$ cat src/rtl/spi_sram_master.sv
// spi_sram_master: SPI mode-0 initiator for 23LC1024-style serial SRAMs.
// Define SPI_SRAM_BURST_EN to keep cs_n low across sequential requests.
module spi_sram_master #(
  parameter int CLK_DIV       = 2,
  parameter int CSH_CYCLES    = 4,
  parameter int BURST_TIMEOUT = 16
) (
  input  logic        clk,
  input  logic        rst,
  input  logic        mem_req,
  input  logic        mem_wr,
  input  logic [23:0] mem_addr,
  input  logic [7:0]  mem_wdata,
  output logic        mem_ready,
  output logic [7:0]  mem_rdata,
  output logic        mem_rvalid,
  output logic        sck,
  output logic        cs_n,
  output logic        mosi,
  input  logic        miso
);

  localparam int M1 =
    (CLK_DIV > CSH_CYCLES) ? CLK_DIV : CSH_CYCLES;
  localparam int CMAX =
    (M1 > BURST_TIMEOUT) ? M1 : BURST_TIMEOUT;
  localparam int CW = $clog2(CMAX + 1);

  localparam logic [CW-1:0] D1   = CW'(CLK_DIV - 1);
  localparam logic [CW-1:0] CSH1 = CW'(CSH_CYCLES - 1);
`ifdef SPI_SRAM_BURST_EN
  localparam logic [CW-1:0] TMO1 = CW'(BURST_TIMEOUT - 1);
`endif

  typedef enum logic [2:0] {
    S_IDLE,
    S_SETUP,
    S_SHIFT,
    S_HOLD,
    S_CSHIGH,
    S_OPEN
  } state_t;

  state_t         state, state_d;
  logic [CW-1:0]  cnt, cnt_d;
  logic [5:0]     bitn, bitn_d;
  logic [39:0]    shreg, shreg_d;
  logic [39:0]    frame;
  logic [7:0]     rx, rx_d;
  logic           op_wr, op_wr_d;
  logic           sck_d, cs_n_d, mosi_d;
  logic           ready_d, rvalid_d;
  logic [7:0]     rdata_d;
  logic           accept;
`ifdef SPI_SRAM_BURST_EN
  logic [23:0]    next_addr, next_d;
  logic           pend, pend_d;
`endif

  assign accept = mem_req && mem_ready;

  // Frame image for the request currently on the bus.
  always_comb begin
    frame = {mem_wr ? 8'h02 : 8'h03,
             mem_addr,
             mem_wr ? mem_wdata : 8'h00};
  end

  // Next-state and registered-output logic.
  always_comb begin
    state_d  = state;
    cnt_d    = cnt;
    bitn_d   = bitn;
    shreg_d  = shreg;
    rx_d     = rx;
    op_wr_d  = op_wr;
    sck_d    = sck;
    cs_n_d   = cs_n;
    mosi_d   = mosi;
    ready_d  = mem_ready;
    rdata_d  = mem_rdata;
    rvalid_d = 1'b0;
`ifdef SPI_SRAM_BURST_EN
    next_d   = next_addr;
    pend_d   = pend;
`endif
    unique case (state)
      S_IDLE: begin
        ready_d = 1'b1;
        if (accept) begin
          state_d = S_SETUP;
          cnt_d   = D1;
          bitn_d  = 6'd39;
          shreg_d = frame;
          op_wr_d = mem_wr;
          cs_n_d  = 1'b0;
          sck_d   = 1'b0;
          mosi_d  = frame[39];
          ready_d = 1'b0;
`ifdef SPI_SRAM_BURST_EN
          next_d  = mem_addr + 24'd1;
`endif
        end
      end
      S_SETUP: begin
        if (cnt != '0) begin
          cnt_d = cnt - 1'b1;
        end else begin
          state_d = S_SHIFT;
          sck_d   = 1'b1;
          cnt_d   = D1;
        end
      end
      S_SHIFT: begin
        if (sck && cnt == D1)
          rx_d = {rx[6:0], miso};
        if (cnt != '0) begin
          cnt_d = cnt - 1'b1;
        end else if (!sck) begin
          sck_d = 1'b1;
          cnt_d = D1;
        end else begin
          sck_d   = 1'b0;
          cnt_d   = D1;
          shreg_d = {shreg[38:0], 1'b0};
          if (bitn != '0) begin
            bitn_d = bitn - 1'b1;
            mosi_d = shreg[38];
          end else begin
            mosi_d = 1'b0;
`ifdef SPI_SRAM_BURST_EN
            state_d  = S_OPEN;
            cnt_d    = TMO1;
            ready_d  = 1'b1;
            rvalid_d = !op_wr;
            rdata_d  = op_wr ? mem_rdata : rx_d;
`else
            state_d = S_HOLD;
`endif
          end
        end
      end
      S_HOLD: begin
        if (cnt != '0) begin
          cnt_d = cnt - 1'b1;
        end else begin
          state_d = S_CSHIGH;
          cs_n_d  = 1'b1;
          cnt_d   = CSH1;
`ifndef SPI_SRAM_BURST_EN
          rvalid_d = !op_wr;
          rdata_d  = op_wr ? mem_rdata : rx;
`endif
        end
      end
      S_CSHIGH: begin
        if (cnt != '0) begin
          cnt_d = cnt - 1'b1;
        end else begin
          state_d = S_IDLE;
          ready_d = 1'b1;
`ifdef SPI_SRAM_BURST_EN
          if (pend) begin
            pend_d  = 1'b0;
            state_d = S_SETUP;
            ready_d = 1'b0;
            cs_n_d  = 1'b0;
            mosi_d  = shreg[39];
            cnt_d   = D1;
          end
`endif
        end
      end
`ifdef SPI_SRAM_BURST_EN
      S_OPEN: begin
        if (accept) begin
          ready_d = 1'b0;
          cnt_d   = D1;
          if (mem_wr == op_wr &&
              mem_addr == next_addr) begin
            state_d = S_SETUP;
            bitn_d  = 6'd7;
            shreg_d = {frame[7:0], 32'h0};
            mosi_d  = frame[7];
            next_d  = next_addr + 24'd1;
          end else begin
            state_d = S_HOLD;
            bitn_d  = 6'd39;
            shreg_d = frame;
            op_wr_d = mem_wr;
            next_d  = mem_addr + 24'd1;
            pend_d  = 1'b1;
          end
        end else if (cnt != '0) begin
          cnt_d = cnt - 1'b1;
        end else begin
          state_d = S_HOLD;
          ready_d = 1'b0;
          cnt_d   = D1;
        end
      end
`endif
      default: state_d = S_IDLE;
    endcase
  end

  // State and output registers; reset aborts any frame.
  always_ff @(posedge clk) begin
    if (rst) begin
      state      <= S_IDLE;
      cnt        <= '0;
      bitn       <= '0;
      shreg      <= '0;
      rx         <= '0;
      op_wr      <= 1'b0;
      sck        <= 1'b0;
      cs_n       <= 1'b1;
      mosi       <= 1'b0;
      mem_ready  <= 1'b0;
      mem_rdata  <= '0;
      mem_rvalid <= 1'b0;
`ifdef SPI_SRAM_BURST_EN
      next_addr  <= '0;
      pend       <= 1'b0;
`endif
    end else begin
      state      <= state_d;
      cnt        <= cnt_d;
      bitn       <= bitn_d;
      shreg      <= shreg_d;
      rx         <= rx_d;
      op_wr      <= op_wr_d;
      sck        <= sck_d;
      cs_n       <= cs_n_d;
      mosi       <= mosi_d;
      mem_ready  <= ready_d;
      mem_rdata  <= rdata_d;
      mem_rvalid <= rvalid_d;
`ifdef SPI_SRAM_BURST_EN
      next_addr  <= next_d;
      pend       <= pend_d;
`endif
    end
  end

endmodule

$ cat config.mk
export PLATFORM = sky130hd
export DESIGN_NAME = spi_sram_master
export DESIGN_NICKNAME = d
export VERILOG_FILES = /design/src/rtl/spi_sram_master.sv
export SDC_FILE = /design/constraint.sdc
export NUM_CORES = 1
export LEC_CHECK = 0
export ABC_CLOCK_PERIOD_IN_PS = 4700
export BUFFER_PORTS_ARGS = -buffer_cell sky130_fd_sc_hd__buf_2
export CORE_MARGIN = 3
export CORE_UTILIZATION = 48
export DETAILED_ROUTE_END_ITERATION = 10
export PLACE_DENSITY = 0.69
export SETUP_SLACK_MARGIN = 0.1
export SLEW_MARGIN = 20
export SYNTH_ARGS = -nofsm -noshare
export SYNTH_HDL_FRONTEND = slang
export SYNTH_SLANG_ARGS = --single-unit
$ cat constraint.sdc
create_clock -name clk -period 4.7 [get_ports clk]
set_clock_uncertainty 0.15 [all_clocks]
set_input_delay 0.47 -clock clk [delete_from_list [all_inputs] [get_ports clk]]
set_output_delay 0.47 -clock clk [all_outputs]
set_load 0.02 [all_outputs]
Yosys cells after proc, flatten, opt, wreduce, memory -nomap -nowiden
Index checks and enable logic that the tools add are counted.

word-level totals
  register bits = 75
  output and inout port bits = 13
  word-level logic and storage cells = 91

cells by class
  $add $sub $neg = 2
  eq/ne operators = 14
  mux-type cells = 37
  bitwise operators = 3
  reduce and logical (&&, ||, !) cells = 23

operators by type and width
  operator             count
  $mux 39              3
  $pmux 39 s2          1
  $mux 6               4
  $mux 3               7
  $mux 5               4
  $pmux 5 s4           1
  $ne 2x2->1 const B   9
  $pmux 3 s5           1
  $pmux 6 s2           1
  $mux 1               10
  $reduce_and 3->1     3
  $mux 8               1
  $reduce_and 4->1     2
  $reduce_and 7->1     1
  $eq 3x2->1 const B   2
  $pmux 1 s2           3
  $reduce_and 2->1     3
  $reduce_bool 2->1    3
  $reduce_bool 6->1    1
  $sub 6x1->6 const B  1
  $eq 5x1->1 const B   1
  $reduce_and 5->1     1
  $reduce_bool 5->1    1
  $sub 5x1->5 const B  1
  other kinds (11)     14

Logic depth before layout (Yosys ltp)
Gate-level depths: netlist of the first run.

  depth after elaboration = 5
  mapped depth = 8
  gate-level depth less buffers = 6

Worst setup path after synthesis of the first run
OpenSTA, ideal clock, no wires.

  kind = register to register
  from = register cnt[1]
  to = register mem_rdata[2]
  data arrival time = 1.798 ns
  setup slack = 2.624 ns
  cell stages (with the launch flop) = 9
  path buffers = 2
  clock period less this slack = 2.076 ns
  path through = dfxtp_1 inv_1 ha_1 or4b_1 buf_2 nor4_4 buf_6 mux2i_1 nor2_1

on the way
  word-level cells in the longest chain between the ends = 3

RTL lines
  item                               line  source
  from (decl)                        45    logic [CW-1:0] cnt, cnt_d;
  from (signal assigned)             228   cnt <= cnt_d;
  $reduce_bool 5->1                  144   if (cnt != '0) begin
  $not 1->1 (no source line)         -
  $reduce_and 3->1 (no source line)  -
  to (signal assigned)               237   mem_rdata <= rdata_d;
  to (decl)                          15    output logic [7:0] mem_rdata,

Every way passes these cells.
A chain may end at the register's enable or synchronous reset.

Worst setup path in the final report of the first run
  from = register cnt[1]
  to = register mem_rdata[5]

The elaborated chain is that of the path after synthesis.

==> results of run 1 <==
## worst register-to-register path: stages (launching register included)
cell and delay (ns):
dfxtp_1 0.31, inv_1 0.11, ha_1 0.27, or4b_1 0.66, nor4_4 0.70, mux2i_1 0.27
nor2_1 0.05
## cells in the final DEF, fill, tap and decap left out, types with 6 or more instances in the layout
cell type and n:
a21oi_1 14, a311oi_1 32, buf_2 49, clkbuf_8 9, dfxtp_1 75, inv_1 6, mux2i_1 18, nand2_1 71
nand3_1 13, nor2_1 64, nor3_1 11
## per-stage QoR
stage | hold slack [ns] | area [um^2]
floorplan | 0.282 | 3380
global placement | 0.290 | 3610
detailed placement | 0.294 | 3610
CTS | 0.184 | 3810
global route | 0.202 | 3820
finish | 0.202 | 3820
## worst max-delay path by stage
stage	start	endpoint	slack (ns)	depth (start not counted)
after floorplan	cnt[1]$_SDFFE_PP0P_	mem_rdata[2]$_SDFFE_PP0P_	2.62	8
after global placement	cnt[1]$_SDFFE_PP0P_	shreg[31]$_SDFFE_PP0P_	2.07	7
after detailed placement	state[1]$_SDFFE_PP0P_	shreg[17]$_SDFFE_PP0P_	1.96	4
after CTS	state[1]$_SDFFE_PP0P_	shreg[31]$_SDFFE_PP0P_	1.95	4
after global routing	cnt[1]$_SDFFE_PP0P_	mem_rdata[2]$_SDFFE_PP0P_	1.94	6
final	cnt[1]$_SDFFE_PP0P_	mem_rdata[5]$_SDFFE_PP0P_	2.07	6
## sequential cells by signal, summed over array words and instances, names as in the netlist
signal      count
op_wr           1
sck             1
state           3
mem_rdata       8
cs_n            1
bitn            6
mosi            1
mem_rvalid      1
mem_ready       1
shreg          39
cnt             5
rx              8
## per-layer routing
metal,GRT usage [%],up-vias,routed length (um)
met5,0,-,0
met4,6.51,0,84
met1,22.9,1371,3310
met2,28.2,51,3370
met3,4.76,8,285
li1,-,1494,-
## logic make-up (layout without fill, tap and decap cells)
logic type | count (synthesis) | after routing | synth area share, %
xor gates and xnor gates | 1 | 1 | 0.259
and+or+nand+nor | 190 | 190 | 26.2
DFF | 75 | 75 | 44.4
adders and majority gates | 4 | 4 | 1.48
buffers and inverters | 41 | 74 | 5.29
AOI/OAI and AO/OA | 76 | 76 | 17.0
muxes | 18 | 18 | 5.33
## cell type report
class,count,area (um^2)
fill,606,2750
multi-input combinational,289,1710
sequential,75,1500
timing repair buffer,52,268
clock buffer,10,128
tap,93,116
clock inverter,6,73.8
inverter,6,22.5
## power groups by stage
stage | sequential (W) | combinational (W) | clock [W]
detailed placement | 0.000813 | 0.000528 | 0
global route | 0.000816 | 0.000598 | 0.000546
global placement | 0.000811 | 0.000519 | 0
finish | 0.000801 | 0.000531 | 0.000503
CTS | 0.000800 | 0.000530 | 0.000521
floorplan | 0.000792 | 0.000437 | 0
==> impl_metrics.env, run 1 <==
export IMPL_status="complete, no violations"
export IMPL_cts_path_max_buffers=2
export IMPL_antenna_found_initial=0
export IMPL_p_per_area_nw_per_um2=480
export IMPL_hold_start="miso"
export IMPL_worstSetupStartpointType="flop"
export IMPL_finalSetupTns_ns=0
export IMPL_crit_type="reg2reg"
export IMPL_crit_slowest_cell="nor4_4"
export IMPL_finalCriticalPeriod_ns=2.63
export IMPL_avgSynthCellArea_um2=8.34
export IMPL_path_buf_inv=1
export IMPL_ant_nets=0
export IMPL_relSlewSlack_pct=43.7
export IMPL_sw_frac_of_total_pct=35.7
export IMPL_seq_power_share_pct=43.6
export IMPL_syn_nets=446
export IMPL_rr_endpoint="mem_rdata[5]$_SDFFE_PP0P_"
export IMPL_cts_tree="yes"
export IMPL_die_w_um=89.9
export IMPL_via_count=2924
export IMPL_maxCapViolCount=0
export IMPL_critPathArrivalTime_ns=2.72
export IMPL_synth_cell_types=53
export IMPL_pwr_share_comb_pct=29.0
export IMPL_power_switching_w=0.000654
export IMPL_setup_viol=0
export IMPL_hpwl_um=4510
export IMPL_ys_flop_type="dfxtp_1"
export IMPL_slowest_delay_ns=0.70
export IMPL_grt_max_degree=71
export IMPL_rsz0062_at_grt="false"
export IMPL_synth_cells=405
export IMPL_diodes=0
export IMPL_synthTopCellsByCount="dfxtp_1, nand2_1, nor2_1"
export IMPL_clk_pin_slew_ns=0.08
export IMPL_ys_ff_latch=75
export IMPL_ctsHtreeMaxLevel=3
export IMPL_yosys_top_cells_area="dfxtp_1, a311oi_1, nand2_1, nor2_1, mux2i_1"
export IMPL_rrSetupSlack_ns=2.07
export IMPL_r2r_cells=6
export IMPL_rows=29
export IMPL_synthArstFlopShare_pct=0
export IMPL_synth_cell_area_um2=3380
export IMPL_ios=50
export IMPL_yosysWarnings=0
export IMPL_pwr_share_clk_pct=27.4
export IMPL_clk_latency_ns=0.35
export IMPL_cts_resized=0
export IMPL_root_buffer="clkbuf_8"
export IMPL_yosysTopAreaCell="dfxtp_1"
export IMPL_worstSetupEndpointType="flop"
export IMPL_final_cells=531
export IMPL_p_int_w=0.00118
export IMPL_yosysTopAreaCellShare_pct=44.4
export IMPL_cts_buffers=9
export IMPL_die_y_um=89.9
export IMPL_clock_sinks=75
export IMPL_r2r_start="cnt[1]$_SDFFE_PP0P_"
export IMPL_dp_cells=515
export IMPL_grt_overflow_total=0
export IMPL_drt_total_wl_um=7060
export IMPL_cp_max_fo=9
export IMPL_core_region_area_um2=6570
export IMPL_hp_class="in2reg"
export IMPL_fmax_ghz=0.380
export IMPL_drt_iter0_drc=211
export IMPL_path_cells="inv_1 -> ha_1 -> or4b_1 -> nor4_4 -> mux2i_1 -> nor2_1"
export IMPL_post_route_util_pct=58.2
export IMPL_wl_per_cell_um=13.3
export IMPL_vias_per_cell=5.51
export IMPL_grt_pass1_wl_um=11900
export IMPL_die_area_um2=8080
export IMPL_post_cts_buffers=0
export IMPL_post_synth_top_count_cell="dfxtp_1"
export IMPL_start_util_pct=51.5
export IMPL_drc=0
export IMPL_dr_pass1_iters=4
export IMPL_slew_viol_final=0
export IMPL_finalHoldViolations=0
export IMPL_track_usage_pct=17.6
export IMPL_required_ns=4.78
export IMPL_power_total_w=0.00184
export IMPL_pre_cts_slack_ns=1.96
export IMPL_leakage_nw=1.52
export IMPL_seq_area_frac_synth_pct=44.4
export IMPL_ctsHoldBuffers=0
export IMPL_worstMarginPinSlew_ns=0.844
export IMPL_setup_slack_ns=2.07
export IMPL_fin_nets=474
export IMPL_portBuffers=49
export IMPL_cp_top_family="simple AND/OR/NAND/NOR gates"
export IMPL_timing_final_crit_share_pct=56.0
export IMPL_grt_pass1_vias=2610
export IMPL_hold_depth=3
export IMPL_drive_gt1_share_pct=17.1
export IMPL_worstHoldEndpoint="rx[0]$_SDFFE_PP0P_"
export IMPL_synth_edff_count=0
export IMPL_vdd_ir_drop_max_mv=0.248
export IMPL_place_gp_congestion=0.841
export IMPL_synthToLayoutAreaGrowth_pct=13.1
No activity file was read; power rests on OpenSTA's default activity.
==> run 2: changes to the inputs <==
--- a/config.mk
+++ b/config.mk
@@ -5,7 +5,8 @@
 export SDC_FILE = /design/constraint.sdc
 export NUM_CORES = 1
 export LEC_CHECK = 0
-export ABC_CLOCK_PERIOD_IN_PS = 4700
+export ABC_AREA = 1
+export ABC_CLOCK_PERIOD_IN_PS = 2550
 export BUFFER_PORTS_ARGS = -buffer_cell sky130_fd_sc_hd__buf_2
 export CORE_MARGIN = 3
 export CORE_UTILIZATION = 48
==> constraint.sdc (replaced) <==
create_clock -name clk -period 2.55 [get_ports clk]
set_clock_uncertainty 0.15 [all_clocks]
set_input_delay 0.255 -clock clk [delete_from_list [all_inputs] [get_ports clk]]
set_output_delay 0.255 -clock clk [all_outputs]
set_load 0.02 [all_outputs]
==> run 2 against run 1 <==
Effect of this change: die area is 4.9% higher; non-clock buffer count rose by 4; setup slack got worse by 1.6 ns; largest cell class unchanged; sequential power grew 97%; clock power increased by 60%; utilization down 0.89 points; largest power group unchanged; synthesized cell count rose by 27%; area after synthesis is 5.3% higher; sequential share of layout area shrank 1.8 points.
==> impl_metrics.env, run 2 <==
export IMPL_yosysTopAreaCellShare_pct=42.2
export IMPL_top_register="shreg"
export IMPL_slew_viol_final=0
export IMPL_vdd_ir_drop_max_mv=0.485
export IMPL_hpwl_um=5180
export IMPL_power_total_w=0.00377
export IMPL_synthArstFlopShare_pct=0
export IMPL_root_buffer="clkbuf_8"
export IMPL_rsz0062_at_grt="false"
export IMPL_slowest_delay_ns=0.40
export IMPL_path_cells="inv_1 -> ha_1 -> nand3_2 -> nand2_1 -> nand2_2 -> buf_4 -> inv_6 -> o21ai_0 -> nor2_1"
export IMPL_diodes=0
export IMPL_critPathArrivalTime_ns=2.14
export IMPL_die_y_um=92.1
export IMPL_syn_nets=554
export IMPL_clock_sinks=75
export IMPL_dr_pass1_iters=4
export IMPL_ctsHtreeMaxLevel=3
export IMPL_worstSetupStartpointType="flop"
export IMPL_synth_edff_count=0
export IMPL_vias_per_cell=5.00
export IMPL_nFillCells=701
export IMPL_reg_top3="shreg (39), mem_rdata (8), rx (8)"
export IMPL_post_route_util_pct=57.3
export IMPL_post_cts_buffers=0
export IMPL_leakage_nw=1.84
export IMPL_worstMarginPinSlew_ns=0.624
export IMPL_finalHoldViolations=0
export IMPL_ys_ff_latch=75
export IMPL_ios=50
export IMPL_cts_buffers=9
export IMPL_finalCriticalPeriod_ns=2.05
export IMPL_dp_cells=639
export IMPL_portBuffers=49
export IMPL_synth_cell_area_um2=3560
export IMPL_clk_pin_slew_ns=0.08
export IMPL_synthTopCellsByCount="nand2_1, dfxtp_1, nor2_1"
export IMPL_yosys_top_cells_area="dfxtp_1, nand2_1, o21ai_0, nor2_1, a21oi_1"
export IMPL_place_gp_congestion=0.809
export IMPL_largest_register_ffs=39
export IMPL_post_synth_top_count_cell="nand2_1"
export IMPL_antenna_found_initial=0
export IMPL_hold_ws_ns=0.0226
export IMPL_worstSetupEndpointType="flop"
export IMPL_drive_gt1_share_pct=16.6
export IMPL_finalSetupTns_ns=0
export IMPL_via_count=3281
export IMPL_hold_depth=3
export IMPL_yosysTopAreaCell="dfxtp_1"
export IMPL_drt_iter0_drc=173
export IMPL_synthToLayoutAreaGrowth_pct=12.4
export IMPL_status="complete, no violations"
export IMPL_fmax_ghz=0.489
export IMPL_clk_latency_ns=0.35
export IMPL_drt_total_wl_um=7660
export IMPL_layout_cells_most_common="nand2_1"
export IMPL_setup_viol=0
export IMPL_hp_class="in2reg"
export IMPL_rows=30
export IMPL_seq_area_frac_synth_pct=42.2
export IMPL_required_ns=2.64
export IMPL_grt_overflow_total=0
export IMPL_core_region_area_um2=6980
export IMPL_relSlewSlack_pct=58.3
export IMPL_r2r_cells=9
export IMPL_drc=0
export IMPL_synth_cell_types=30
export IMPL_maxCapViolCount=0
export IMPL_wl_per_cell_um=11.7
export IMPL_yosysWarnings=0
export IMPL_ys_flop_type="dfxtp_1"
export IMPL_cp_max_fo=36
export IMPL_fin_nets=596
export IMPL_timing_final_crit_share_pct=80.2
export IMPL_track_usage_pct=19.0
export IMPL_start_util_pct=51.0
export IMPL_grt_max_degree=51
export IMPL_mostFrequentLayoutCells="nand2_1, dfxtp_1, nor2_1, o21ai_0"
export IMPL_grt_pass1_vias=3023
export IMPL_die_w_um=92.1
export IMPL_crit_slowest_cell="dfxtp_1"
export IMPL_avgSynthCellArea_um2=6.94
export IMPL_cts_resized=0
export IMPL_ant_nets=0
export IMPL_final_cells=656
export IMPL_grt_pass1_wl_um=13200
export IMPL_cts_path_max_buffers=2
export IMPL_cts_tree="yes"
export IMPL_crit_type="reg2reg"
export IMPL_p_per_area_nw_per_um2=941
export IMPL_die_area_um2=8480
export IMPL_synth_cells=513
run 2: cell types whose count changed in the layout (fill, tap and decap cells not counted), moves of 28 or more:
cell	change
a311oi_1	-32
a21oi_1	+28
o21ai_0	+59
inv_1	+43
nand2_1	+41
run 2: worst paths after layout:
| path | slack (ns) | startpoint | endpoint |
|---|---|---|---|
| worst max-delay path | 0.50 | cnt[0]$_SDFFE_PP0P_ | mosi$_SDFFE_PP0P_ |
| worst min-delay path | 0.02 | mem_wdata[0] | shreg[0]$_SDFFE_PP0P_ |
| worst max register to register | 0.50 | cnt[0]$_SDFFE_PP0P_ | mosi$_SDFFE_PP0P_ |
| worst min register to register | 0.30 | shreg[26]$_SDFFE_PP0P_ | shreg[26]$_SDFFE_PP0P_ |
run 2: cell families (layout without fill, tap and decap cells):
kind of cell    after synthesis  after routing  synth area share, %
simple gates                231            231                 28.0
flops                        75             75                 42.2
buf+inv                      79            126                 10.3
fa+ha+maj                     4              4                 1.41
compound gates              122            122                 17.6
xor+xnor                      2              2                0.492
run 2: layout make-up:
class / count / area [um^2] / area share (%)
multi-input combinational: 359 / 1690 / 42.2
timing repair buffer: 56 / 313 / 7.82
clock inverter: 6 / 41.3 / 1.03
inverter: 54 / 208 / 5.19
sequential: 75 / 1500 / 37.5
tap: 96 / 120 / 3.00
clock buffer: 10 / 128 / 3.19
run 2: per-stage QoR:
stage,instance area [um^2],setup slack (ns)
after CTS,4000,0.515
after floorplan,3560,0.859
after detailed placement,3820,0.528
after global placement,3820,0.576
final,4000,0.504
after global routing,4000,0.300
run 2: critical path: cells and delay by family, from the launching register on:
kind,cells,cell delay [ns]
AOI/OAI and AO/OA,1,0.17
adders and majority gates,1,0.25
buffers and inverters,3,0.50
DFF,1,0.40
and+or+nand+nor,4,0.46
run 2: report_power, final:
group / total, W / internal (W) / switching (W)
Sequential: 0.00158 / 0.00144 / 0.000139
Clock: 0.000806 / 0.000353 / 0.000454
Combinational: 0.00138 / 0.000453 / 0.000929
Total: 0.00377 / 0.00225 / 0.00152
run 2: per-layer routing:
layer	track usage, %	wire (um)
met2	31.1	3390
met5	0	0
met3	5.00	445
met1	23.9	3710
met4	7.30	113
run 2: what timing repair did:
action	in CTS	in global routing
setup endpoints to repair	0	0
hold buffers	1	0
endpoints found under the hold margin	1	0
==> run 3: changes to the inputs <==
--- a/config.mk
+++ b/config.mk
@@ -5,8 +5,8 @@
 export SDC_FILE = /design/constraint.sdc
 export NUM_CORES = 1
 export LEC_CHECK = 0
-export ABC_AREA = 1
-export ABC_CLOCK_PERIOD_IN_PS = 2550
+export ABC_AREA = 0
+export ABC_CLOCK_PERIOD_IN_PS = 1930
 export BUFFER_PORTS_ARGS = -buffer_cell sky130_fd_sc_hd__buf_2
 export CORE_MARGIN = 3
 export CORE_UTILIZATION = 48
==> constraint.sdc (replaced) <==
create_clock -name clk -period 1.93 [get_ports clk]
set_clock_uncertainty 0.15 [all_clocks]
set_input_delay 0.193 -clock clk [delete_from_list [all_inputs] [get_ports clk]]
set_output_delay 0.193 -clock clk [all_outputs]
set_load 0.02 [all_outputs]
==> run 3 against run 2 <==
Effect of this change: the run now ends with setup timing left; worst hold slack worse by 0.016 ns; non-clock buffer count is 74 higher; flip-flop and latch count stayed put; utilization is 20 points higher; final cell count is 7.2% lower; wire length is 27% higher; sequential share of layout area is 7.8 points lower; sequential power is 25% higher.
==> impl_metrics.env, run 3 (synthesis results as in run 1) <==
export IMPL_leakage_nw=2.03
export IMPL_place_gp_congestion=0.863
export IMPL_rsz0062_at_grt="true"
export IMPL_mostFrequentLayoutCells="dfxtp_1, nand2_1, buf_2, nor2_1, dlygate4sd3_1"
export IMPL_ios=50
export IMPL_p_per_area_nw_per_um2=1170
export IMPL_rrSetupSlack_ns=-0.07
export IMPL_die_w_um=89.9
export IMPL_reg_top3="shreg (39), mem_rdata (8), rx (8)"
export IMPL_path_cells="inv_2 -> ha_4 -> nor4b_4 -> buf_4 -> a22o_4 -> buf_12 -> clkbuf_16 -> nor2_2 -> a311oi_1"
export IMPL_die_y_um=89.9
export IMPL_wl_per_cell_um=16.0
export IMPL_fin_nets=552
export IMPL_cp_max_fo=7
export IMPL_status="finished, violations left"
export IMPL_placed_area_um2=3890
export IMPL_dr_pass1_iters=5
export IMPL_grt_overflow_total=0
export IMPL_slew_viol_final=0
export IMPL_vdd_ir_drop_max_mv=0.639
export IMPL_worstHoldEndpoint="shreg[1]$_SDFFE_PP0P_"
export IMPL_crit_type="reg2reg"
export IMPL_diodes=0
export IMPL_worstMarginPinSlew_ns=0.430
export IMPL_vias_per_cell=5.66
export IMPL_pwr_share_clk_pct=23.4
export IMPL_clock_sinks=75
export IMPL_grt_pass1_vias=3082
export IMPL_fmax_ghz=0.499
export IMPL_cts_buffers=9
export IMPL_slowest_delay_ns=0.34
export IMPL_drt_total_wl_um=9740
export IMPL_grt_pass1_wl_um=13900
export IMPL_hp_class="in2reg"
export IMPL_required_ns=2.03
export IMPL_clk_latency_ns=0.36
export IMPL_post_route_util_pct=77.3
export IMPL_top_register="shreg"
export IMPL_worstSetupStartpointType="flop"
export IMPL_portBuffers=49
export IMPL_sw_frac_of_total_pct=35.6
export IMPL_synthToLayoutAreaGrowth_pct=50.1
export IMPL_grt_max_degree=40
export IMPL_antenna_found_initial=0
export IMPL_r2r_cells=9
export IMPL_cts_tree="yes"
export IMPL_drc=0
export IMPL_ctsHtreeMaxLevel=3
export IMPL_die_area_um2=8080
export IMPL_seq_power_share_pct=33.3
export IMPL_power_switching_w=0.00210
export IMPL_hold_start="mem_wdata[1]"
export IMPL_final_cell_area_um2=5070
export IMPL_core_region_area_um2=6570
export IMPL_clk_pin_slew_ns=0.09
export IMPL_critPathArrivalTime_ns=2.10
export IMPL_ant_nets=0
export IMPL_hold_ws_ns=0.00623
export IMPL_r2r_start="cnt[1]$_SDFFE_PP0P_"
export IMPL_largest_register_ffs=39
export IMPL_finalHoldViolations=0
export IMPL_drive_gt1_share_pct=35.7
export IMPL_via_count=3446
export IMPL_root_buffer="clkbuf_8"
export IMPL_track_usage_pct=20.4
export IMPL_layout_cells_most_common="dfxtp_1"
export IMPL_maxCapViolCount=0
export IMPL_crit_slowest_cell="dfxtp_2"
export IMPL_p_int_w=0.00381
export IMPL_violations="setup timing"
export IMPL_timing_final_crit_share_pct=104
export IMPL_cts_path_max_buffers=2
export IMPL_hold_depth=3
export IMPL_worstSetupEndpointType="flop"
export IMPL_relSlewSlack_pct=71.0
export IMPL_setup_slack_ns=-0.0722
export IMPL_rows=29
export IMPL_start_util_pct=51.5
export IMPL_drt_iter0_drc=195
export IMPL_rr_endpoint="shreg[23]$_SDFFE_PP0P_"
export IMPL_pwr_share_comb_pct=43.3
export IMPL_power_total_w=0.00591
export IMPL_hpwl_um=4950
export IMPL_finalCriticalPeriod_ns=2.00
export IMPL_crit_path_start="cnt[1]$_SDFFE_PP0P_"
export IMPL_setup_viol=11
[run 3: cell type report]
| class | instances | area (um^2) |
|---|---|---|
| clock inverter | 6 | 88.8 |
| timing repair buffer | 130 | 1130 |
| multi-input combinational | 289 | 2070 |
| tap | 93 | 116 |
| fill | 416 | 1490 |
| sequential | 75 | 1510 |
| inverter | 6 | 22.5 |
| clock buffer | 10 | 138 |
[run 3: per-stage QoR]
step,setup TNS [ns],std cells,setup slack [ns]
after CTS,-0.119,592,-0.0282
final,-0.411,609,-0.0722
after detailed placement,-0.288,540,-0.0564
after floorplan,0,405,0.00117
after global routing,-2.10,609,-0.123
after global placement,0,540,0.0130
[run 3: repair_timing]
item | 4_1_cts | 5_1_grt
pin swaps | 5 | 40
buffers inserted | 4 | 12
endpoints found under the hold margin | 32 | 0
cloned | 0 | 6
hold buffers | 32 | 0
setup endpoints to repair | 56 | 71
resized for setup | 14 | 72
[run 3: worst max-delay path by stage]
stage	to	slack, ns
after floorplan	mem_rdata[2]$_SDFFE_PP0P_	0.001
after global placement	bitn[4]$_SDFFE_PP0P_	0.01
after detailed placement	bitn[4]$_SDFFE_PP0P_	-0.06
after CTS	mem_rdata[6]$_SDFFE_PP0P_	-0.03
after global routing	shreg[23]$_SDFFE_PP0P_	-0.12
final	shreg[23]$_SDFFE_PP0P_	-0.07
[run 3: layer usage]
layer / GRT usage, % / part of all wire [%] / vias to the layer above
met1: 25.6 / 43 / 1634
met5: 0 / 0 / -
met2: 33.9 / 49 / 115
met3: 4.67 / 4.3 / 32
met4: 8.29 / 3.1 / 0
li1: - / - / 1665
[run 3: power by group through the flow]
stage,registers [W],logic (W),clock network (W)
finish,0.00197,0.00256,0.00138
global route,0.00200,0.00274,0.00147
CTS,0.00193,0.00182,0.00139
detailed placement,0.00196,0.00162,0
global placement,0.00195,0.00160,0
floorplan,0.00193,0.00112,0
[run 3: critical path: cells and delay by family, from the launching register on]
family                     cells  cell delay [ns]
and+or+nand+nor                2             0.22
DFF                            1             0.34
AOI/OAI and AO/OA              2             0.47
buffers and inverters          4             0.55
adders and majority gates      1             0.15
